### config.mk
export PLATFORM = sky130hd
export DESIGN_NAME = multicycle_control
export DESIGN_NICKNAME = d
export VERILOG_FILES = /design/src/rtl/multicycle_control.sv
export SDC_FILE = /design/constraint.sdc
export NUM_CORES = 1
export LEC_CHECK = 0
export CAP_MARGIN = 20
export CELL_PAD_IN_SITES_DETAIL_PLACEMENT = 1
export CELL_PAD_IN_SITES_GLOBAL_PLACEMENT = 1
export CORE_MARGIN = 5
export CORE_UTILIZATION = 24
export DETAILED_ROUTE_END_ITERATION = 12
export PLACE_DENSITY_LB_ADDON = 0.1
export SETUP_SLACK_MARGIN = 0.2
export SYNTH_ARGS = -nofsm -noshare
export SYNTH_HDL_FRONTEND = slang
export SYNTH_SLANG_ARGS = --single-unit
### constraint.sdc
create_clock -name clk -period 1.6 [get_ports clk]
set_input_delay 0.4 -clock clk [delete_from_list [all_inputs] [get_ports clk]]
set_output_delay 0.4 -clock clk [all_outputs]
set_load 0.02 [all_outputs]
### src/rtl/multicycle_control.sv
`default_nettype none
// ============================================================================
// Module      : multicycle_control
// Description : Main control FSM for a multicycle MIPS-style datapath
//               (lw, sw, R-type, beq, j, addi) with a memory ready handshake.
// Revision    : 1.0 - initial release
// ============================================================================
module multicycle_control (
    input  logic       clk,
    input  logic       reset,
    input  logic [5:0] Op,
    input  logic       Zero,
    input  logic       MemReady,
    output logic       PCWrite,
    output logic       PCWriteCond,
    output logic       PCEn,
    output logic       IorD,
    output logic       MemRead,
    output logic       MemWrite,
    output logic       MemtoReg,
    output logic       IRWrite,
    output logic       ALUSrcA,
    output logic       RegWrite,
    output logic       RegDst,
    output logic [1:0] ALUOp,
    output logic [1:0] ALUSrcB,
    output logic [1:0] PCSource,
    output logic [3:0] State
);

    typedef enum logic [3:0] {
        S_FETCH  = 4'd0,
        S_DECODE = 4'd1,
        S_MEMADR = 4'd2,
        S_MEMRD  = 4'd3,
        S_MEMWB  = 4'd4,
        S_MEMWR  = 4'd5,
        S_EXEC   = 4'd6,
        S_ALUWB  = 4'd7,
        S_BRANCH = 4'd8,
        S_JUMP   = 4'd9,
        S_ADDIEX = 4'd10,
        S_ADDIWB = 4'd11
    } state_t;

    localparam logic [5:0] c_OP_LW    = 6'b100011;
    localparam logic [5:0] c_OP_SW    = 6'b101011;
    localparam logic [5:0] c_OP_RTYPE = 6'b000000;
    localparam logic [5:0] c_OP_BEQ   = 6'b000100;
    localparam logic [5:0] c_OP_J     = 6'b000010;
    localparam logic [5:0] c_OP_ADDI  = 6'b001000;

    state_t r_state;
    state_t w_next;

    always_ff @(posedge clk) begin
        if (reset) begin
            r_state <= S_FETCH;
        end else begin
            r_state <= w_next;
        end
    end

    always_comb begin
        w_next      = S_FETCH;
        PCWrite     = 1'b0;
        PCWriteCond = 1'b0;
        IorD        = 1'b0;
        MemRead     = 1'b0;
        MemWrite    = 1'b0;
        MemtoReg    = 1'b0;
        IRWrite     = 1'b0;
        ALUSrcA     = 1'b0;
        RegWrite    = 1'b0;
        RegDst      = 1'b0;
        ALUOp       = 2'b00;
        ALUSrcB     = 2'b00;
        PCSource    = 2'b00;

        case (r_state)
            S_FETCH: begin
                MemRead = 1'b1;
                ALUSrcB = 2'b01;
                // IR and PC only load in the cycle the instruction word arrives
                IRWrite = MemReady;
                PCWrite = MemReady;
                w_next  = MemReady ? S_DECODE : S_FETCH;
            end
            S_DECODE: begin
                ALUSrcB = 2'b11;
                case (Op)
                    c_OP_LW, c_OP_SW: w_next = S_MEMADR;
                    c_OP_RTYPE:       w_next = S_EXEC;
                    c_OP_BEQ:         w_next = S_BRANCH;
                    c_OP_J:           w_next = S_JUMP;
                    c_OP_ADDI:        w_next = S_ADDIEX;
                    default:          w_next = S_FETCH;
                endcase
            end
            S_MEMADR, S_ADDIEX: begin
                ALUSrcA = 1'b1;
                ALUSrcB = 2'b10;
                if (r_state == S_ADDIEX) begin
                    w_next = S_ADDIWB;
                end else begin
                    w_next = (Op == c_OP_LW) ? S_MEMRD : S_MEMWR;
                end
            end
            S_MEMRD: begin
                MemRead = 1'b1;
                IorD    = 1'b1;
                w_next  = MemReady ? S_MEMWB : S_MEMRD;
            end
            S_MEMWB: begin
                MemtoReg = 1'b1;
                RegWrite = 1'b1;
            end
            S_MEMWR: begin
                MemWrite = 1'b1;
                IorD     = 1'b1;
                w_next   = MemReady ? S_FETCH : S_MEMWR;
            end
            S_EXEC: begin
                ALUSrcA = 1'b1;
                ALUOp   = 2'b10;
                w_next  = S_ALUWB;
            end
            S_ALUWB: begin
                RegDst   = 1'b1;
                RegWrite = 1'b1;
            end
            S_BRANCH: begin
                ALUSrcA     = 1'b1;
                ALUOp       = 2'b01;
                PCWriteCond = 1'b1;
                PCSource    = 2'b01;
            end
            S_JUMP: begin
                PCWrite  = 1'b1;
                PCSource = 2'b10;
            end
            S_ADDIWB: begin
                RegWrite = 1'b1;
            end
            default: begin
                w_next = S_FETCH;
            end
        endcase
    end

    assign PCEn  = PCWrite | (PCWriteCond & Zero);
    assign State = r_state;

endmodule
`default_nettype wire

==> impl_metrics.tcl, run 1 <==
set metrics [dict create \
    timing.final.hold_violations 0 \
    clock_sinks 4 \
    seq_area_frac_synth_pct 15.20 \
    final_min_period_over_clock_period_pct 114.6 \
    die_h_um 56.85 \
    initial_core_utilization_pct 24.52 \
    max-slew-margin-rel_pct 81.28 \
    drt_pass1_iterations 4 \
    cts.reportedPaths.clkPinSlew_ns 0.05 \
    failing_checks "negative setup slack" \
    route.detailed.drc 0 \
    synth_common_cells "nor2_1 (11), nand2_1 (7), a21oi_1 (5), nor3_1 (5)" \
    maximum_capacitance_violations 0 \
    worstSkewPairLatency_ns 0.24 \
    kind_of_critical_path "flop to primary output" \
    final_nets 151 \
    io_pins 31 \
    async_flop_share_pct 0 \
    synth_flop_type "dfxtp_1" \
    fin_hold_ws_ns 0.6197 \
    synth.yosys.warnings 0 \
    final_count_of_negative_setup_slack_endpoints 12 \
    grt_remaining_overflow 0 \
    worst_ir_drop_vdd_mv 0.2303 \
    cts-root-buf "clkbuf_4" \
    worst_hold_path_type "input port to flop" \
    syn_avg_cell_area_sq_um 6.931 \
    synthCells 76 \
    min_clock_period_post_route_ns 1.833 \
    post_route_cells_drive_above_1_share_pct 73.57 \
    final_max_slew_viol_count 0 \
    syn2layout_area_growth_pct 158.2 \
    grt_setup_unrepaired "yes" \
    synth.lib_cells_used.distinct 31 \
    synth_fp_nets 86 \
    startpoint_type "flop" \
    critPathMaxFanout 5 \
    worstSetupEndpointType "primary output" \
    yosys-top-cells-area "dfxtp_1 (15%), nor2_1 (7.8%), nand2_1 (5.0%)" \
    power_density_nw_per_um2 356.0 \
    cp.required_ns 1.20 \
    yosys_register_bits 4 \
    total_wire_length_um 2991 \
    grt_antenna_before_repair 0 \
    grt_max_degree 12 \
    synth.most_common_cell "nor2_1" \
    finalClockSkew_ns 0.004468 \
    synthDominantCellAreaShare_pct 15.20 \
    diodes 0 \
    core_sq_um 2148 \
    dieArea_sq_um 3232 \
    setup_tns_ns -1.433 \
    fill_cells 241 \
    cts_tree "yes" \
    grt_pass1_vias 826 \
    largest_reg_flops 4 \
    total_leakage_power_nw 0.5882 \
    tritoncts.num_buffers 3 \
    drtAntennaViolNets 0 \
    gr-usage-all-layers_pct 14.95 \
    route.vias.total 821 \
    synth-edff-count 0 \
    viasPerCell 4.887 \
    numPortBuffers 30 \
    status "finished, violations left" \
    syn_area_sq_um 526.8 \
    global_route_wire_length_before_repair_um 3864 \
    horiz_die_dim_um 56.85 \
    floorplan.rows 17 \
    max-clock-path-buffers 2 \
    place_hpwl_um 1792 \
    setup_slack_ns -0.2334 \
    final_estimated_routing_congestion_in_global_placement 0.7629 \
    detail_route.wl_per_cell_um 17.80 \
    critical_path_arrival_ns 1.43 \
    clock_tree.htree_level_count 1 \
    synth_area_leader_cell "dfxtp_1" \
    worst-slew-pin-transition_ns 0.2796 \
    achievable-frequency_mhz 545.4 \
    drt_iter0_drc 32 \
]
==> metal layers <==
layer / share of wire [%] / global-route usage [%]
met2: 54 / 26.73
met4: 1.2 / 5.298
met5: 0 / 0
met1: 41 / 17.41
met3: 4.2 / 2.989
==> layout by cell type, fill, tap and decap left out, drive strengths merged, types with 2 or more instances in the layout <==
master	netlist	layout
clkbuf	0	6
clkdlybuf4s50	0	2
xor2	2	2
dlygate4sd2	0	3
or2	2	2
nand2	7	7
nor2	11	11
nor3	6	6
inv	3	3
clkdlybuf4s15	0	2
buf	7	58
nand3	2	2
nand2b	4	4
mux2i	2	2
a21oi	5	5
a31oi	2	2
and3	3	3
o21ai	4	4
dfxtp	4	4
==> kinds of logic (layout without fill, tap and decap cells) <==
logic type                Yosys count  count (layout)  share of synthesized area [%]
and+or+nand+nor                    38              38                          38.72
AOI/OAI and AO/OA                  20              20                          28.74
buffers and inverters              10              74                          10.21
DFF                                 4               4                          15.20
xor gates and xnor gates            2               2                          3.326
muxes                               2               2                          3.801
==> worst max-delay path: stages (launching register included) <==
cell and delay, ns:
dfxtp_4 0.37, nor2_4 0.12, nor4b_4 0.27, or2_4 0.20, a21o_1 0.11, buf_6 0.12
==> through the flow <==
step | power [W] | cell area [sq um] | cells | utilization (%) | worst slack (ns)
finish | 0.0004842 | 1360 | 168 | 63.31 | -0.2334
global route | 0.0005155 | 1360 | 168 | 63.31 | -0.3021
CTS | 0.0004500 | 1145 | 160 | 53.29 | -0.1605
detailed placement | 0.0003059 | 1122 | 155 | 52.24 | -0.8594
global placement | 0.0003011 | 1122 | 155 | 52.24 | -0.8172
floorplan | 0.0001971 | 635.6 | 76 | - | -0.1682
==> layout make-up <==
| class | instances | area [sq um] | area share (%) |
|---|---|---|---|
| Timing Repair Buffer | 67 | 600.6 | 44.16 |
| Multi-Input combinational cell | 62 | 591.8 | 43.51 |
| Sequential cell | 4 | 95.09 | 6.992 |
| Tap cell | 28 | 35.03 | 2.576 |
| Clock buffer | 4 | 26.28 | 1.932 |
| Inverter | 3 | 11.26 | 0.8280 |
==> power breakdown <==
group | switching (W) | internal (W)
registers | 0.00000915 | 0.0000986
clock network | 0.0000533 | 0.0000944
logic | 0.000107 | 0.000122
==> worst paths after layout <==
kind	from	endpoint	cells after the start	slack (ns)
max	State[3]$_SDFF_PP0_	PCEn	5	-0.23
min	Op[2]	State[1]$_SDFF_PP0_	4	0.62
max reg2reg	State[2]$_SDFF_PP0_	State[0]$_SDFF_PP0_	7	0.15
min reg2reg	State[2]$_SDFF_PP0_	State[3]$_SDFF_PP0_	2	0.66
==> repair_timing <==
item                       4_1_cts  5_1_grt
setup endpoints to repair       25       24
resized for setup              124       47
hold buffers                     0        0
setup buffers                    1        8
pin swaps                        7       16
Power figures use the tool's default switching activity.
==> run 2, diff against run 1 <==
==> constraint.sdc (replaced) <==
create_clock -name clk -period 1.6 [get_ports clk]
set_input_delay 0.4 -clock clk [delete_from_list [all_inputs] [get_ports clk]]
set_output_delay 0.4 -clock clk [all_outputs]
set_load 0.1 [all_outputs]
==> run 2 against run 1 <==
The flow now stops in global routing. Synthesized area did not move. Synthesized cell count unchanged.
==> impl_metrics.tcl, run 2 <==
set metrics [dict create \
    synthDominantCellAreaShare_pct 15.20 \
    floorplan.rows 17 \
    repair-timing-grt-worst-ep "PCEn" \
    tool.error "[ERROR DPL-0033] detailed placement checks failed during check placement." \
    numPortBuffers 30 \
    postCtsHoldBufs 0 \
    yosys-top-cells-area "dfxtp_1 (15%), nor2_1 (7.8%), nand2_1 (5.0%)" \
    synth.yosys.warnings 0 \
    yosys_register_bits 4 \
    max-clock-path-buffers 2 \
    synth_common_cells "nor2_1 (11), nand2_1 (7), a21oi_1 (5), nor3_1 (5)" \
    horiz_die_dim_um 56.85 \
    seq_area_frac_synth_pct 15.20 \
    io_pins 31 \
    postPlaceCellArea_sq_um 1351 \
    synth.lib_cells_used.distinct 31 \
    grt_antenna_before_repair 0 \
    cts-root-buf "clkbuf_4" \
    async_flop_share_pct 0 \
    final_estimated_routing_congestion_in_global_placement 0.8038 \
    synth_area_leader_cell "dfxtp_1" \
    die_h_um 56.85 \
    grt_max_degree 16 \
    clock_sinks 4 \
    status "stopped before the end" \
    flow.stopped_at "global routing" \
    synth_fp_nets 86 \
    place_hpwl_um 1923 \
    synth-edff-count 0 \
    tritoncts.num_buffers 3 \
    synth_flop_type "dfxtp_1" \
    timing.repair.worst_endpoint_type "output port" \
    syn_area_sq_um 526.8 \
    clock_tree.htree_level_count 1 \
    initial_core_utilization_pct 24.52 \
    synth.most_common_cell "nor2_1" \
    syn_avg_cell_area_sq_um 6.931 \
    placed_cells 149 \
    synthCells 76 \
]
==> run 2: kinds of logic after synthesis <==
logic type,synth area share (%)
AND/OR/NAND/NOR,38.72
flip-flops,15.20
buffers and inverters,10.21
multiplexers,3.801
AO/OA/AOI/OAI,28.74
XOR/XNOR,3.326
==> run 2: repair_timing <==
action / CTS
pin swaps: 7
gates cloned: 0
buffers inserted: 6
gates resized for setup: 24
hold endpoints to repair: 0
setup endpoints to repair: 22
==> run 2: stage by stage <==
stage	hold WS, ns	setup slack, ns	utilization (%)
after detailed placement	0.6671	-0.5280	62.90
after global placement	0.6547	-0.4964	62.90
after CTS	0.6670	-0.2782	68.43
after floorplan	0.4586	-1.389	-
==> run 3, diff against run 2 <==
CELL_PAD_IN_SITES_DETAIL_PLACEMENT = default   (was 1)
CELL_PAD_IN_SITES_GLOBAL_PLACEMENT = default   (was 1)
CORE_AREA = 5 5 66 68   (was default)
CORE_MARGIN = default   (was 5)
CORE_UTILIZATION = default   (was 24)
DIE_AREA = 0 0 71 73   (was default)
PLACE_DENSITY_LB_ADDON = 0.15   (was 0.1)
SETUP_SLACK_MARGIN = default   (was 0.2)
==> run 3 against run 2 <==
The flow now finishes, with violations (negative setup slack).
==> impl_metrics.tcl, run 3 (synthesized netlist as in run 1, its figures left out) <==
set metrics [dict create \
    worstReg2RegStart "State[1]$_SDFF_PP0_" \
    critical_path.startpoint "State[2]$_SDFF_PP0_" \
    global_route_wire_length_before_repair_um 3615 \
    startpoint_type "flop" \
    tritoncts.num_buffers 3 \
    failing_checks "negative setup slack" \
    total_wire_length_um 2165 \
    postCtsHoldBufs 0 \
    worst-slew-pin-transition_ns 0.2771 \
    worstSetupEndpointType "primary output" \
    detail_route.wl_per_cell_um 11.52 \
    route.vias.total 780 \
    grt_remaining_overflow 0 \
    drt_pass1_iterations 4 \
    finish.instance_area_sq_um 1663 \
    diodes 0 \
    io_pins 31 \
    die_h_um 73 \
    drtAntennaViolNets 0 \
    cts.reportedPaths.clkPinSlew_ns 0.03 \
    numPortBuffers 30 \
    dieArea_sq_um 5183 \
    grt_setup_unrepaired "yes" \
    grt_antenna_before_repair 0 \
    worstSkewPairLatency_ns 0.22 \
    timing.critical_path.buf_inv 1 \
    final_min_period_over_clock_period_pct 112.7 \
    horiz_die_dim_um 71 \
    final_nets 150 \
    wl_met1_um 887 \
    worst_ir_drop_vdd_mv 0.1690 \
    cts-root-buf "clkbuf_8" \
    power_density_nw_per_um2 415.9 \
    min_from "MemReady" \
    crit_chain "nand2b_4 > nor2_4 > or2_4 > a21o_4 > buf_12" \
    max-clock-path-buffers 2 \
    final_estimated_routing_congestion_in_global_placement 0.7549 \
    core_sq_um 3799 \
    clock_sinks 4 \
    postPlaceCellArea_sq_um 1401 \
    grt_max_degree 12 \
    gr-usage-all-layers_pct 8.734 \
    status "finished, violations left" \
    critical_path_arrival_ns 1.40 \
    finalPower_w 0.0006916 \
    viasPerCell 4.149 \
    detailroute.wirelength.met3_um 123 \
    place_hpwl_um 1809 \
    grt_pass1_vias 797 \
    placed_cells 176 \
    floorplan.rows 23 \
    worst_r2r_endpoint "State[2]$_SDFF_PP0_" \
    largest_reg_flops 4 \
    critPathMaxFanout 4 \
    finalClockSkew_ns 0.001615 \
    number_of_cell_instances_on_the_worst_register_to_register_path 7 \
    route.top_layer_used "met4" \
    critPathSlowestCell "dfxtp_4" \
    timing.final.hold_violations 0 \
    timing.critical_path.depth 5 \
    max-slew-margin-rel_pct 81.46 \
    cts_tree "yes" \
    syn2layout_area_growth_pct 215.7 \
    kind_of_critical_path "flop to primary output" \
    critical-path-top-delay-family "simple AND/OR/NAND/NOR gates" \
    most-common-layout-cells "buf_4 (21), buf_12 (21), buf_6 (11)" \
    post_route_cells_drive_above_1_share_pct 72.46 \
    fill_cells 372 \
    setup.reg_to_reg.worst_slack_ns 0.08 \
    cell_count_final_fillers_out 188 \
    initial_core_utilization_pct 13.87 \
    critical_path.endpoint "PCEn" \
    route.detailed.drc 0 \
    clock_tree.htree_level_count 1 \
    drt_iter0_drc 14 \
    achievable-frequency_mhz 554.4 \
    cp.required_ns 1.20 \
    total_leakage_power_nw 0.6866 \
    min_clock_period_post_route_ns 1.804 \
    worst_hold_path_type "input port to flop" \
    final_max_slew_viol_count 0 \
    final_count_of_negative_setup_slack_endpoints 16 \
    maximum_capacitance_violations 0 \
    dr_wl_met2_um 1101 \
    setup_slack_ns -0.2038 \
    place_ws_ns -0.4793 \
    crit_path_max_incr_delay_ns 0.37 \
]
run 3: where the power goes:
part	switching [W]	total, W	internal, W
logic	0.000212	0.000376	0.000164
clock network	0.0000492	0.000209	0.000160
registers	0.00000709	0.000106	0.0000990
total	0.000268	0.000692	0.000423
run 3: what timing repair did:
action                     in CTS  in global routing
gates resized for setup        19                 29
pin swaps                       6                  9
cloned                          0                  0
buffers inserted                6                  5
setup endpoints to repair      20                 19
run 3: worst min-delay path by stage:
| stage | to | slack (ns) | depth (start not counted) |
|---|---|---|---|
| global placement | State[0]$_SDFF_PP0_ | 0.61 | 2 |
| global route | State[0]$_SDFF_PP0_ | 0.69 | 5 |
| detailed placement | State[0]$_SDFF_PP0_ | 0.61 | 2 |
| floorplan | State[1]$_SDFF_PP0_ | 0.46 | 1 |
| finish | State[0]$_SDFF_PP0_ | 0.64 | 5 |
| CTS | State[0]$_SDFF_PP0_ | 0.63 | 2 |
run 3: metal layers:
| metal | GRT usage [%] | up-vias |
|---|---|---|
| li1 | - | 403 |
| met1 | 9.367 | 345 |
| met2 | 15.24 | 28 |
| met3 | 2.204 | 4 |
| met4 | 5.637 | 0 |
| met5 | 0 | - |
run 3: worst reg2reg max path, cell delays in order, from the launching register on:
cell       delay (ns)
dfxtp_4          0.35
nand2b_4         0.15
buf_4            0.13
buf_6            0.12
buf_4            0.14
a21oi_1          0.13
nor2_1           0.10
a2111oi_4        0.31
run 3: cell type report:
type / instances / area [sq um] / area share (%)
Inverter: 3 / 11.26 / 0.6772
Sequential cell: 4 / 95.09 / 5.719
Tap cell: 50 / 62.56 / 3.762
Clock buffer: 3 / 41.29 / 2.483
Multi-Input combinational cell: 62 / 605.6 / 36.42
Timing Repair Buffer: 66 / 847.1 / 50.94
run 3: stage by stage:
| stage | hold slack (ns) | util (%) | setup TNS (ns) |
|---|---|---|---|
| final | 0.6429 | 43.77 | -0.9126 |
| after global routing | 0.6911 | 43.77 | -1.707 |
| after CTS | 0.6252 | 40.12 | -1.468 |
| after detailed placement | 0.6106 | 36.89 | -2.286 |
| after global placement | 0.6124 | 36.89 | -2.158 |
| after floorplan | 0.4586 | - | -9.364 |
==> run 4, diff against run 3 <==
CTS_CLUSTER_SIZE = 24   (was default)
==> results of run 4 <==
Final layout, timing and power as in run 3 (identical DEF).
